===== config.mk =====
export PLATFORM = sky130hd
export DESIGN_NAME = control_unit
export DESIGN_NICKNAME = d
export VERILOG_FILES = /design/src/rtl/control_unit.sv
export SDC_FILE = /design/constraint.sdc
export NUM_CORES = 1
export LEC_CHECK = 0
export CAP_MARGIN = 15
export CORE_ASPECT_RATIO = 1.4
export CORE_MARGIN = 2
export CORE_UTILIZATION = 31
export DETAILED_ROUTE_END_ITERATION = 6
export PLACE_DENSITY = 0.62
export SLEW_MARGIN = 10
export SYNTH_ARGS = -nofsm -noshare
export SYNTH_HDL_FRONTEND = slang
export SYNTH_SLANG_ARGS = --single-unit

===== constraint.sdc =====
create_clock -name i_clk -period 9 [get_ports i_clk]
set_clock_uncertainty 0.2 [all_clocks]
set_input_delay 1.8 -clock i_clk [delete_from_list [all_inputs] [get_ports i_clk]]
set_output_delay 1.8 -clock i_clk [all_outputs]
set_load 0.01 [all_outputs]

===== src/rtl/control_unit.sv =====
// control_unit: multi-cycle fetch/decode/execute sequencer holding the
// 16-bit accumulator A and the halt state.
// Optional carry flag and JC opcode when CONTROL_UNIT_CARRY_EN is defined.
// Ports:
//   i_clk, i_rst_n     clock, synchronous active-low reset
//   i_inst             instruction word from program_counter
//   o_pc_inc/o_pc_load one-cycle PC strobes; o_pc_addr jump target
//   o_ram_addr/o_ram_load/o_ram_data  data ram write side
//   i_ram_data         data ram read data (one cycle after address)
//   o_acc, o_halted, o_carry  architectural state
module control_unit #(
    parameter int INST_ADDR_WIDTH = 8,
    parameter int DATA_ADDR_WIDTH = 8
) (
    input  logic                       i_clk,
    input  logic                       i_rst_n,
    input  logic [15:0]                i_inst,
    output logic                       o_pc_inc,
    output logic                       o_pc_load,
    output logic [INST_ADDR_WIDTH-1:0] o_pc_addr,
    output logic [DATA_ADDR_WIDTH-1:0] o_ram_addr,
    output logic                       o_ram_load,
    output logic [15:0]                o_ram_data,
    input  logic [15:0]                i_ram_data,
    output logic [15:0]                o_acc,
    output logic                       o_halted,
    output logic                       o_carry
);

    localparam logic [3:0] OP_LDI  = 4'h1;
    localparam logic [3:0] OP_LD   = 4'h2;
    localparam logic [3:0] OP_ST   = 4'h3;
    localparam logic [3:0] OP_ADD  = 4'h4;
    localparam logic [3:0] OP_SUB  = 4'h5;
    localparam logic [3:0] OP_JMP  = 4'h6;
    localparam logic [3:0] OP_JZ   = 4'h7;
    localparam logic [3:0] OP_JC   = 4'h8;
    localparam logic [3:0] OP_HALT = 4'hF;

    typedef enum logic [2:0] {
        S_WAIT,
        S_FETCH,
        S_DECODE,
        S_MEM,
        S_ADVANCE,
        S_HALT
    } state_t;

    state_t      r_state;
    state_t      w_next;
    logic [15:0] r_ir;
    logic [15:0] r_acc;
    logic [15:0] w_acc_d;
    logic        w_acc_we;
    logic        w_ir_we;
    logic [3:0]  w_op;
    logic [7:0]  w_imm;
    logic        w_jc_taken;
    logic        w_take;
    logic        w_unused;

    assign w_op       = r_ir[15:12];
    assign w_imm      = r_ir[7:0];
    assign w_unused   = &{1'b0, r_ir[11:8]};
    assign o_pc_addr  = r_ir[INST_ADDR_WIDTH-1:0];
    assign o_ram_addr = r_ir[DATA_ADDR_WIDTH-1:0];
    assign o_ram_data = r_acc;
    assign o_acc      = r_acc;
    assign o_halted   = (r_state == S_HALT);

`ifdef CONTROL_UNIT_CARRY_EN
    logic        r_carry;
    logic [16:0] w_sum;

    assign w_sum      = {1'b0, r_acc} + {1'b0, i_ram_data};
    assign w_jc_taken = r_carry;
    assign o_carry    = r_carry;

    // Carry tracks only the most recent ADD/SUB, written as A is.
    always_ff @(posedge i_clk) begin
        if (!i_rst_n) begin
            r_carry <= 1'b0;
        end else if (r_state == S_MEM) begin
            if (w_op == OP_ADD) begin
                r_carry <= w_sum[16];
            end else if (w_op == OP_SUB) begin
                r_carry <= (r_acc < i_ram_data);
            end
        end
    end
`else
    assign w_jc_taken = 1'b0;
    assign o_carry    = 1'b0;
`endif

    // Branch decision is made in DECODE from the current A / C.
    assign w_take = (w_op == OP_JMP)
                  | ((w_op == OP_JZ) & (r_acc == 16'h0000))
                  | ((w_op == OP_JC) & w_jc_taken);

    always_comb begin
        w_next     = r_state;
        w_ir_we    = 1'b0;
        w_acc_we   = 1'b0;
        w_acc_d    = r_acc;
        o_pc_inc   = 1'b0;
        o_pc_load  = 1'b0;
        o_ram_load = 1'b0;
        unique case (r_state)
            S_WAIT: begin
                w_next = S_FETCH;
            end
            S_FETCH: begin
                w_ir_we = 1'b1;
                w_next  = S_DECODE;
            end
            S_DECODE: begin
                w_next = S_ADVANCE;
                case (w_op)
                    OP_LD, OP_ADD, OP_SUB: begin
                        w_next = S_MEM;
                    end
                    OP_ST: begin
                        o_ram_load = 1'b1;
                    end
                    OP_LDI: begin
                        w_acc_we = 1'b1;
                        w_acc_d  = {8'h00, w_imm};
                    end
                    OP_HALT: begin
                        w_next = S_HALT;
                    end
                    default: begin
                        // JMP/JZ/JC taken skip ADVANCE; anything
                        // else not listed above behaves as NOP.
                        if (w_take) begin
                            o_pc_load = 1'b1;
                            w_next    = S_WAIT;
                        end
                    end
                endcase
            end
            S_MEM: begin
                w_acc_we = 1'b1;
                w_next   = S_ADVANCE;
                case (w_op)
                    OP_ADD:  w_acc_d = r_acc + i_ram_data;
                    OP_SUB:  w_acc_d = r_acc - i_ram_data;
                    default: w_acc_d = i_ram_data;
                endcase
            end
            S_ADVANCE: begin
                o_pc_inc = 1'b1;
                w_next   = S_WAIT;
            end
            S_HALT: begin
                w_next = S_HALT;
            end
            default: begin
                w_next = S_WAIT;
            end
        endcase
    end

    always_ff @(posedge i_clk) begin
        if (!i_rst_n) begin
            r_state <= S_WAIT;
            r_ir    <= 16'h0000;
            r_acc   <= 16'h0000;
        end else begin
            r_state <= w_next;
            if (w_ir_we) begin
                r_ir <= i_inst;
            end
            if (w_acc_we) begin
                r_acc <= w_acc_d;
            end
        end
    end

endmodule


==> results.md, run 1 <==
- Drt via density: 5.333
- Starting Density: 0.3151
- R2R Setup Slk: 5.00 ns
- Post-cts sizing count: 0
- Post-synth top cells: nor2_1 (36), buf_4 (33), dfxtp_1 (31), nand2_1 (31), a21oi_1 (29)
- Tcrit/Tclk final: 0.5688
- R2R cell count: 10
- Avg Cell Area, Syn: 7.968 sq um
- Tightest Hold Check Type: flop to flop
- Num Clock Sinks: 31
- DRC marker count from the first detailed-route iteration: 167
- Final HPWL DP: 6212 um
- First-pass GRT wire length: 12920 um
- CTS tree: yes
- H-tree depth: 2
- Total gr overflow: 0
- Crit path required time: 8.94 ns
- Cells after synthesis: 353
- Final Slew Violations: 0
- Crit path kind: input port to flop
- Largest net degree at the start of global routing: 27
- Critical Path, Cell by Cell: clkdlybuf4s50_1 > nor4_2 > nor4b_4 > a21oi_1 > xnor2_1 > ha_1 > a21oi_1 > nand2_1 > o31ai_1 > o21ai_1 > xnor2_1 > o22ai_1
- Vias: 2693
- Outcome: finished, final reports clean
- Leak Pwr: 1.353 nW
- CTS buffer count: 5
- Routability cong.: 0.9205
- Post-CTS setup buffers: 0
- Yosys warning count: 0
- Async SR Flop Fraction: 0
- Synthesized flop and latch total: 31
- Post-route ant nets: 0
- Wirelength per Cell: 16.03 um
- Nets: 448
- Worst-Skew Late Latency: 0.28 ns
- Die X: 84.51 um
- Top cells by area, synth: dfxtp_1 (22%), buf_4 (8.8%), ha_1 (7.1%), xnor2_1 (5.9%), mux2i_1 (5.3%)
- RSZ-0062 raised after global routing: no
- Seq/Total Area, Yosys: 0.2206
- Slowest cell on crit path: o31ai_1
- Minimum clock period: 5.119 ns
- Layout cells sized above 1: 0.05276
- Synth cell types: 59
- Pwr per Cell Area: 187.7 nW/um^2
- Dpl cell area: 3467 sq um
- Critical Path AT: 5.06 ns
- Mapped Area: 2813 sq um
- Hold Path Sink: o_acc[0]$_SDFFE_PN0P_
- Fin Setup TNS: 0 ns
- Synth top area share: 0.2206
- Peak fanout along the critical path: 7
- Worst Setup SP: i_ram_data[4]
- Initial antenna violation count: 0
- Worst reg2reg endpoint: o_acc[12]$_SDFFE_PN0P_
- Area grow syn2layout: 29.72%
- Worst slew pin tran: 0.8415 ns
- CP peak stage delay: 0.55 ns
- I/O Buffers: 81
- Drt pass-1 iters: 4
- Clock Root Buffer: clkbuf_16
- Synth area leader: dfxtp_1
- Hold Fails Final Rpt: 0
- R2r startpoint: r_ir[14]$_SDFFE_PN0N_
- Syn Nets: 404
- Critical Path End Type: flop
- Post-synth top flop: dfxtp_1
- Cell area after layout: 3649 sq um
- WHS Path Cells: 2
- Die area: 9862 sq um
- All-Layer GR Usage: 0.1633
- HP Start: o_acc[0]$_SDFFE_PN0P_
- # diodes: 0
- I/O pins: 87
- Drc violations: 0
- Fmax: 195.4 MHz
- Max_cap viols: 0
- Most frequent cell after synthesis: nor2_1
- EDFF count, synth: 0
- Final Setup Violations: 0
- Startpoint Class: input port
- Clock-pin slew on the worst setup and hold paths: 0.05 ns
- Relative slew slack: 0.4365
- Row Count: 41
- CORE AREA: 8926 sq um
- Hold_buf cts: 0
- Total wire length: 8096 um
- Vert. Die Dim: 116.7 um
- Maximum vdd drop: 98.44 uV
- Clock Path Buffers: 2
- Vias in the first global route: 2592
## worst max-delay path by stage
stage / to / slack, ns
3_5_place_dp: o_acc[12]$_SDFFE_PN0P_ / 3.60
6_report: o_acc[12]$_SDFFE_PN0P_ / 3.88
3_3_place_gp: o_acc[11]$_SDFFE_PN0P_ / 3.64
4_1_cts: o_acc[12]$_SDFFE_PN0P_ / 3.86
5_1_grt: o_acc[12]$_SDFFE_PN0P_ / 3.62
2_1_floorplan: o_acc[15]$_SDFFE_PN0P_ / 4.59
## kinds of logic (layout without fill, tap and decap cells)
| family | Yosys count | count (layout) | synth area share |
|---|---|---|---|
| simple gates | 114 | 114 | 0.2166 |
| compound gates | 90 | 90 | 0.2113 |
| buf+inv | 55 | 100 | 0.1197 |
| flops | 31 | 31 | 0.2206 |
| xor+xnor | 27 | 27 | 0.08675 |
| mux | 18 | 18 | 0.06539 |
| fa+ha+maj | 17 | 17 | 0.07829 |
| other cells | 1 | 1 | 0.001333 |
## metrics by stage
step	utilization	std cells	worst slack, ns	hold WS [ns]	total power, mW
floorplan	-	353	4.587	0.2810	0.3971
CTS	0.4079	504	3.864	0.3406	0.6885
finish	0.4087	505	3.881	0.3362	0.6848
global route	0.4087	505	3.616	0.3652	0.7268
detailed placement	0.3884	496	3.596	0.3319	0.4853
global placement	0.3884	496	3.639	0.3211	0.4810
## critical path, delay by kind of cell
kind,cells,cell delay (ns)
compound gates,5,1.21
xor+xnor,2,0.31
fa+ha+maj,1,0.36
buf+inv,1,0.49
simple gates,3,0.88
## routing by layer
layer,GRT usage,wire [um]
met5,0,0
met4,0.06349,140
met3,0.02191,391
met2,0.2908,4120
met1,0.1992,3444
## power breakdown
part           total, mW  switching [mW]  internal (mW)  leakage, nW
Clock              0.201          0.0631          0.138       0.0868
Combinational      0.287           0.141          0.145         1.01
Sequential         0.198          0.0380          0.160        0.252
Total              0.685           0.243          0.442         1.35
## layout make-up
type,count,area [sq um]
fill,926,5278
sequential,31,620.6
multi-input combinational,267,1861
timing repair buffer,83,825.8
clock buffer,6,138.9
inverter,9,33.78
clock inverter,2,35.03
tap,107,133.9
## cell usage in the layout, fill, tap and decap left out, types with 4 or more instances in the layout
cell,instances
a211oi_1,7
a21oi_1,29
a22oi_1,4
a311oi_1,5
a31oi_1,6
clkbuf_16,5
clkdlybuf4s50_1,81
dfxtp_1,31
ha_1,16
inv_1,8
mux2i_1,15
nand2_1,31
nand2b_1,5
nand3_1,7
nand4_1,6
nor2_1,36
nor3_1,5
nor3b_2,4
nor4_1,4
o21ai_0,9
o21ai_1,4
xnor2_1,19
xor2_1,7
## sequential cells by signal, summed over array words and instances (netlist names)
signal	count
o_acc	16
r_ir	12
r_state	3
(Power assumes the default switching activity.)
==> run 2, diff against run 1 <==
PLACE_DENSITY = 0.64   (was 0.62)
clock period = 4.36 ns   (was 9 ns; I/O delays follow)
==> run 2 against run 1 <==
Count of clock-buffer cells in the layout stayed put. Flip-flop and latch count stayed put. Routed wire length is 0.26% higher. Highest routed layer unchanged. Sequential share of layout area is 0.38 points lower. Largest cell class unchanged. Die area stayed put.
==> results.md, run 2 (synthesis results as in run 1) <==
- Outcome: finished, final reports clean
- R2R Setup Slk: 0.86 ns (-4.14 ns)
- Non-filler cells, final: 519 (+2.8%)
- Clock Root Buffer: clkbuf_16
- Util after Layout: 0.4180 (+0.009251)
- Drt pass-1 iters: 4 (unchanged)
- Die area: 9862 sq um (unchanged)
- # diodes: 0 (unchanged)
- Internal Power: 0.8623 mW (+95%)
- Relative slew slack: 0.6213 (+0.1848)
- Drc violations: 0 (unchanged)
- Post-route ant nets: 0 (unchanged)
- Slowest cell on crit path: clkdlybuf4s50_1
- DRC marker count from the first detailed-route iteration: 109 (-35%)
- Tcrit/Tclk final: 0.9186
- I/O Buffers: 81 (unchanged)
- Num Clock Sinks: 31 (unchanged)
- Fillers: 910 (-1.7%)
- Starting Density: 0.3151 (unchanged)
- Total wire length: 8117 um (+0.26%)
- Largest net degree at the start of global routing: 16 (-41%)
- Leak Pwr: 1.411 nW (+4.3%)
- Register share of total power: 0.302 (+0.013)
- Area grow syn2layout: 32.65%
- Dpl cell area: 3587 sq um (+3.5%)
- R2R cell count: 12 (+2)
- Post-cts sizing count: 0 (unchanged)
- Most frequent cells in the layout: clkdlybuf4s50_1 (81), nor2_1 (36), nand2_1 (31), dfxtp_1 (31), a21oi_1 (29)
- Drt via density: 5.303 (-0.57%)
- Total gr overflow: 0 (unchanged)
- Worst slew pin tran: 0.5680 ns (-0.2735 ns)
- Maximum vdd drop: 292.0 uV (+200%)
- P_sw: 0.4936 mW (+100%)
- Nets: 463 (+3.3%)
- WHS Path Cells: 2 (unchanged)
- Initial antenna violation count: 0 (unchanged)
- Die X: 84.51 um (unchanged)
- Vias: 2752 (+2.2%)
- Layout cells sized above 1: 0.08495 (+0.03219)
- Crit path buf inv count: 1 (unchanged)
- Place WS: 0.1040 ns (-3.492 ns)
- Hold Fails Final Rpt: 0 (unchanged)
- HP Start: r_ir[2]$_SDFFE_PN0N_
- Final Setup Violations: 0 (unchanged)
- CORE AREA: 8926 sq um (unchanged)
- All-Layer GR Usage: 0.1660 (+0.002724)
- Cell area after layout: 3731 sq um (+2.3%)
- Comb power frac: 0.446 (+0.028)
- Hold WS: 0.3333 ns (-0.002894 ns)
- Setup ws final: 0.3549 ns (-3.526 ns)
- I/O pins: 87 (unchanged)
- Peak fanout along the critical path: 4 (-3)
- Critical Path End Type: flop
- Switching fraction of total power: 0.3640 (+0.009892)
- R2r startpoint: r_ir[14]$_SDFFE_PN0N_
- Wirelength per Cell: 15.64 um (-2.4%)
- Total Power: 1.356 mW (+98%)
- RSZ-0062 raised after global routing: no
- Post-CTS setup buffers: 0 (unchanged)
- Fmax: 249.7 MHz
- Row Count: 41 (unchanged)
- CP peak stage delay: 0.44 ns (-0.11 ns)
- Max FFs per register: 16 (unchanged)
- Clock-pin slew on the worst setup and hold paths: 0.05 ns (about the same)
- Worst-Skew Late Latency: 0.28 ns (about the same)
- H-tree depth: 2 (unchanged)
- Minimum clock period: 4.005 ns
- Clock group share of total power: 0.252 (-0.041)
- Final Slew Violations: 0 (unchanged)
- Vert. Die Dim: 116.7 um (unchanged)
- Critical Path, Cell by Cell: clkdlybuf4s50_1 > nor4_2 > nand2_1 > or2_1 > o21ai_1 > xor2_1 > ha_1 > nand4_1 > a211oi_1 > nor2_1 > a311oi_1 > nor3_1 > o32ai_1
- Routability cong.: 0.8972 (-2.5%)
- Hold Path Sink: o_acc[2]$_SDFFE_PN0P_
- Crit path kind: input port to flop
- Cells after DPL: 512 (+3.2%)
- CTS buffer count: 5 (unchanged)
- Startpoint Class: input port
- Max_cap viols: 0 (unchanged)
- Fin Setup TNS: 0 ns (unchanged)
- Clock Path Buffers: 2 (unchanged)
- Most common cell after layout, fill and taps aside: clkdlybuf4s50_1
- First-pass GRT wire length: 13230 um (+2.4%)
- Vias in the first global route: 2688 (+3.7%)
- Hold_buf cts: 0 (unchanged)
- Worst reg2reg endpoint: o_acc[11]$_SDFFE_PN0P_
- Critical Path AT: 3.98 ns (-1.08 ns)
- Tightest Hold Check Type: flop to flop
- CP top delay family: simple AND/OR/NAND/NOR gates
- Final HPWL DP: 6452 um (+3.9%)
- Pwr per Cell Area: 363.4 nW/um^2 (+94%)
- Crit path required time: 4.34 ns (-4.60 ns)
- CTS tree: yes
run 2: cell type report:
type	instances	area [sq um]	area share
Timing Repair Buffer	98	938.4	0.2515
Tap cell	107	133.9	0.03588
Multi-Input combinational cell	267	1861	0.4987
Sequential cell	31	620.6	0.1663
Clock buffer	6	138.9	0.03722
Clock inverter	1	5.005	0.001341
Inverter	9	33.78	0.009054
run 2: worst register-to-register path, delay by kind of cell, from the launching register on:
| family | cells | cell delay (ns) |
|---|---|---|
| compound gates | 4 | 1.05 |
| flops | 1 | 0.46 |
| fa+ha+maj | 1 | 0.38 |
| buf+inv | 1 | 0.22 |
| simple gates | 5 | 0.96 |
| xor+xnor | 1 | 0.16 |
run 2: power by group through the flow:
stage / clock [mW] / sequential (mW) / combinational, mW
final: 0.342 / 0.409 / 0.604
after global routing: 0.361 / 0.419 / 0.664
after CTS: 0.347 / 0.409 / 0.606
after detailed placement: 0 / 0.415 / 0.604
after global placement: 0 / 0.411 / 0.596
after floorplan: 0 / 0.386 / 0.433
run 2: worst max path at each step:
| stage | slack, ns | start | cells after the start | to |
|---|---|---|---|---|
| 2_1_floorplan | 0.87 | i_ram_data[4] | 13 | o_acc[15]$_SDFFE_PN0P_ |
| 3_3_place_gp | 0.13 | i_ram_data[4] | 13 | o_acc[11]$_SDFFE_PN0P_ |
| 3_5_place_dp | 0.10 | i_ram_data[4] | 13 | o_acc[11]$_SDFFE_PN0P_ |
| 4_1_cts | 0.33 | i_ram_data[4] | 13 | o_acc[11]$_SDFFE_PN0P_ |
| 5_1_grt | 0.02 | i_ram_data[4] | 13 | o_acc[11]$_SDFFE_PN0P_ |
| 6_report | 0.35 | i_ram_data[4] | 13 | o_acc[11]$_SDFFE_PN0P_ |
run 2: per-layer routing:
| metal | vias to the layer above | share of wire | global-route usage |
|---|---|---|---|
| met3 | 10 | 0.041 | 0.02261 |
| met4 | 0 | 0.017 | 0.06243 |
| li1 | 1374 | - | - |
| met1 | 1299 | 0.43 | 0.2003 |
| met2 | 69 | 0.51 | 0.2992 |
| met5 | - | 0 | 0 |
==> run 3, diff against run 2 <==
CORE_MARGIN = unset   (was 2)
==> run 3 against run 2 <==
Sequential power about the same. Global-route usage increased by 1.6 points. Critical path depth unchanged. Critical path type unchanged.
==> results.md, run 3 (synthesis results as in run 1) <==
- CORE AREA: 8708 sq um (-2.4%)
- Tcrit/Tclk final: 0.9167 (-0.001861)
- Die X: 82.51 um (-2.4%)
- Comb power frac: 0.429 (-0.017)
- Max FFs per register: 16 (unchanged)
- Total wire length: 8220 um (+1.3%)
- Vias in the first global route: 2740 (+1.9%)
- Minimum clock period: 3.997 ns (-0.008116 ns)
- Peak fanout along the critical path: 5 (+1)
- First-pass GRT wire length: 13310 um (+0.63%)
- Cell area after layout: 3774 sq um (+1.1%)
- Final HPWL DP: 6488 um (+0.56%)
- Post-route ant nets: 0 (unchanged)
- CP Capture Point: o_acc[9]$_SDFFE_PN0P_
- Routability cong.: 0.8076 (-10%)
- Most frequent cells in the layout: clkdlybuf4s50_1 (81), nor2_1 (36), nand2_1 (31), dfxtp_1 (31), a21oi_1 (29)
- RSZ-0062 raised after global routing: no
- Vert. Die Dim: 114.7 um (-1.7%)
- Clock group share of total power: 0.286 (+0.034)
- Critical Path AT: 3.94 ns (-0.04 ns)
- Relative slew slack: 0.4806 (-0.1408)
- Util after Layout: 0.4333 (+0.01534)
- Clock Path Buffers: 2 (unchanged)
- DRC marker count from the first detailed-route iteration: 141 (+29%)
- Most common cell after layout, fill and taps aside: clkdlybuf4s50_1
- Post-cts sizing count: 0 (unchanged)
- Maximum vdd drop: 281.8 uV (-3.5%)
- # diodes: 0 (unchanged)
- Drt pass-1 iters: 4 (unchanged)
- Hold_buf cts: 0 (unchanged)
- Pwr per Cell Area: 378.9 nW/um^2 (+4.3%)
- Nets: 465 (+0.43%)
- Crit path kind: input port to flop
- Non-filler cells, final: 520 (+0.19%)
- Clock Root Buffer: clkbuf_16
- Row Count: 40 (-2.4%)
- Critical Path End Type: flop
- I/O Buffers: 81 (unchanged)
- Area grow syn2layout: 34.16%
- Drc violations: 0 (unchanged)
- Worst Setup SP: i_ram_data[4]
- Worst-Skew Late Latency: 0.28 ns (about the same)
- Internal Power: 0.9265 mW (+7.4%)
- Initial antenna violation count: 0 (unchanged)
- Vias: 2752 (unchanged)
- HP Start: r_ir[2]$_SDFFE_PN0N_
- I/O pins: 87 (unchanged)
- R2R cell count: 11 (-1)
- Dpl cell area: 3600 sq um (+0.35%)
- Switching fraction of total power: 0.3520 (-0.01205)
- Starting Density: 0.3230 (+0.007878)
- P_sw: 0.5032 mW (+2.0%)
- Max_cap viols: 0 (unchanged)
- Final Slew Violations: 0 (unchanged)
- Worst slew pin tran: 0.7743 ns (+0.2064 ns)
- Fin Setup TNS: 0 ns (unchanged)
- CTS tree: yes
- Num Clock Sinks: 31 (unchanged)
- CP peak stage delay: 0.44 ns (about the same)
- H-tree depth: 2 (unchanged)
- R2r startpoint: r_ir[14]$_SDFFE_PN0N_
- All-Layer GR Usage: 0.1821 (+0.01609)
- Layout cells sized above 1: 0.09157 (+0.006615)
- Outcome: finished, final reports clean
- Post-CTS setup buffers: 0 (unchanged)
- Crit path required time: 4.31 ns (-0.03 ns)
- Worst reg2reg endpoint: o_acc[8]$_SDFFE_PN0P_
- Largest net degree at the start of global routing: 27 (+11)
- CTS buffer count: 5 (unchanged)
- Wirelength per Cell: 15.81 um (+1.1%)
- Hold WS: 0.3279 ns (-0.005465 ns)
- Register share of total power: 0.285 (-0.017)
- Critical Path, Cell by Cell: clkdlybuf4s50_1 > nor4_2 > nand2_1 > or2_1 > o21ai_1 > xor2_1 > ha_1 > nand4_1 > a211oi_1 > nor2_1 > and3_1 > a2111oi_0 > nor3_1
- R2R Setup Slk: 0.87 ns (about the same)
- Drt via density: 5.292 (-0.19%)
- Clock-pin slew on the worst setup and hold paths: 0.05 ns (about the same)
- Final Setup Violations: 0 (unchanged)
- Hold Fails Final Rpt: 0 (unchanged)
- Fmax: 250.2 MHz (+0.20%)
- Total gr overflow: 0 (unchanged)
- Tightest Hold Check Type: flop to flop
- Die area: 9464 sq um (-4.0%)
- Leak Pwr: 1.433 nW (+1.6%)
- Startpoint Class: input port
- Cells after DPL: 512 (unchanged)
- Slowest cell on crit path: a2111oi_0
run 3: changes by cell type in the layout (fill, tap and decap cells not counted), sizes merged:
cell and delta:
bufinv +1, buf +2
run 3: how the worst min path moves through the flow:
stage,end,slack (ns),depth (start not counted)
2_1_floorplan,o_acc[2]$_SDFFE_PN0P_,0.28,2
3_3_place_gp,o_acc[2]$_SDFFE_PN0P_,0.32,2
3_5_place_dp,o_acc[2]$_SDFFE_PN0P_,0.33,2
4_1_cts,o_acc[2]$_SDFFE_PN0P_,0.34,2
5_1_grt,o_acc[2]$_SDFFE_PN0P_,0.36,2
6_report,o_acc[2]$_SDFFE_PN0P_,0.33,2
run 3: layout make-up:
type / instances / area, sq um
Clock buffer: 6 / 138.9
Clock inverter: 2 / 35.03
Fill cell: 938 / 4935
Inverter: 9 / 33.78
Multi-Input combinational cell: 267 / 1861
Sequential cell: 31 / 620.6
Tap cell: 105 / 131.4
Timing Repair Buffer: 100 / 953.4
run 3: power by group through the flow:
stage	registers [mW]	logic [mW]	clock network (mW)
2_1_floorplan	0.386	0.433	0
3_3_place_gp	0.412	0.600	0
3_5_place_dp	0.413	0.613	0
4_1_cts	0.408	0.615	0.411
5_1_grt	0.417	0.675	0.429
6_report	0.407	0.614	0.409
run 3: critical path, delay by kind of cell:
kind	cells	cell delay, ns
AND/OR/NAND/NOR	7	1.34
AO/OA/AOI/OAI	3	0.85
buffers and inverters	1	0.43
adder cells (fa/ha/maj)	1	0.36
XOR/XNOR	1	0.09
run 3: metrics by stage:
stage / setup slack, ns / power, mW
floorplan: 0.8748 / 0.8196
global placement: 0.1430 / 1.012
detailed placement: 0.1256 / 1.026
CTS: 0.3931 / 1.434
global route: 0.05461 / 1.521
finish: 0.3630 / 1.430
run 3: layer usage:
metal	part of all wire	wire, um	track usage	up-vias
li1	-	-	-	1379
met1	0.42	3437	0.2112	1273
met4	0.019	155	0.07126	0
met5	0	0	0	-
met3	0.048	397	0.02311	10
met2	0.51	4229	0.3300	90
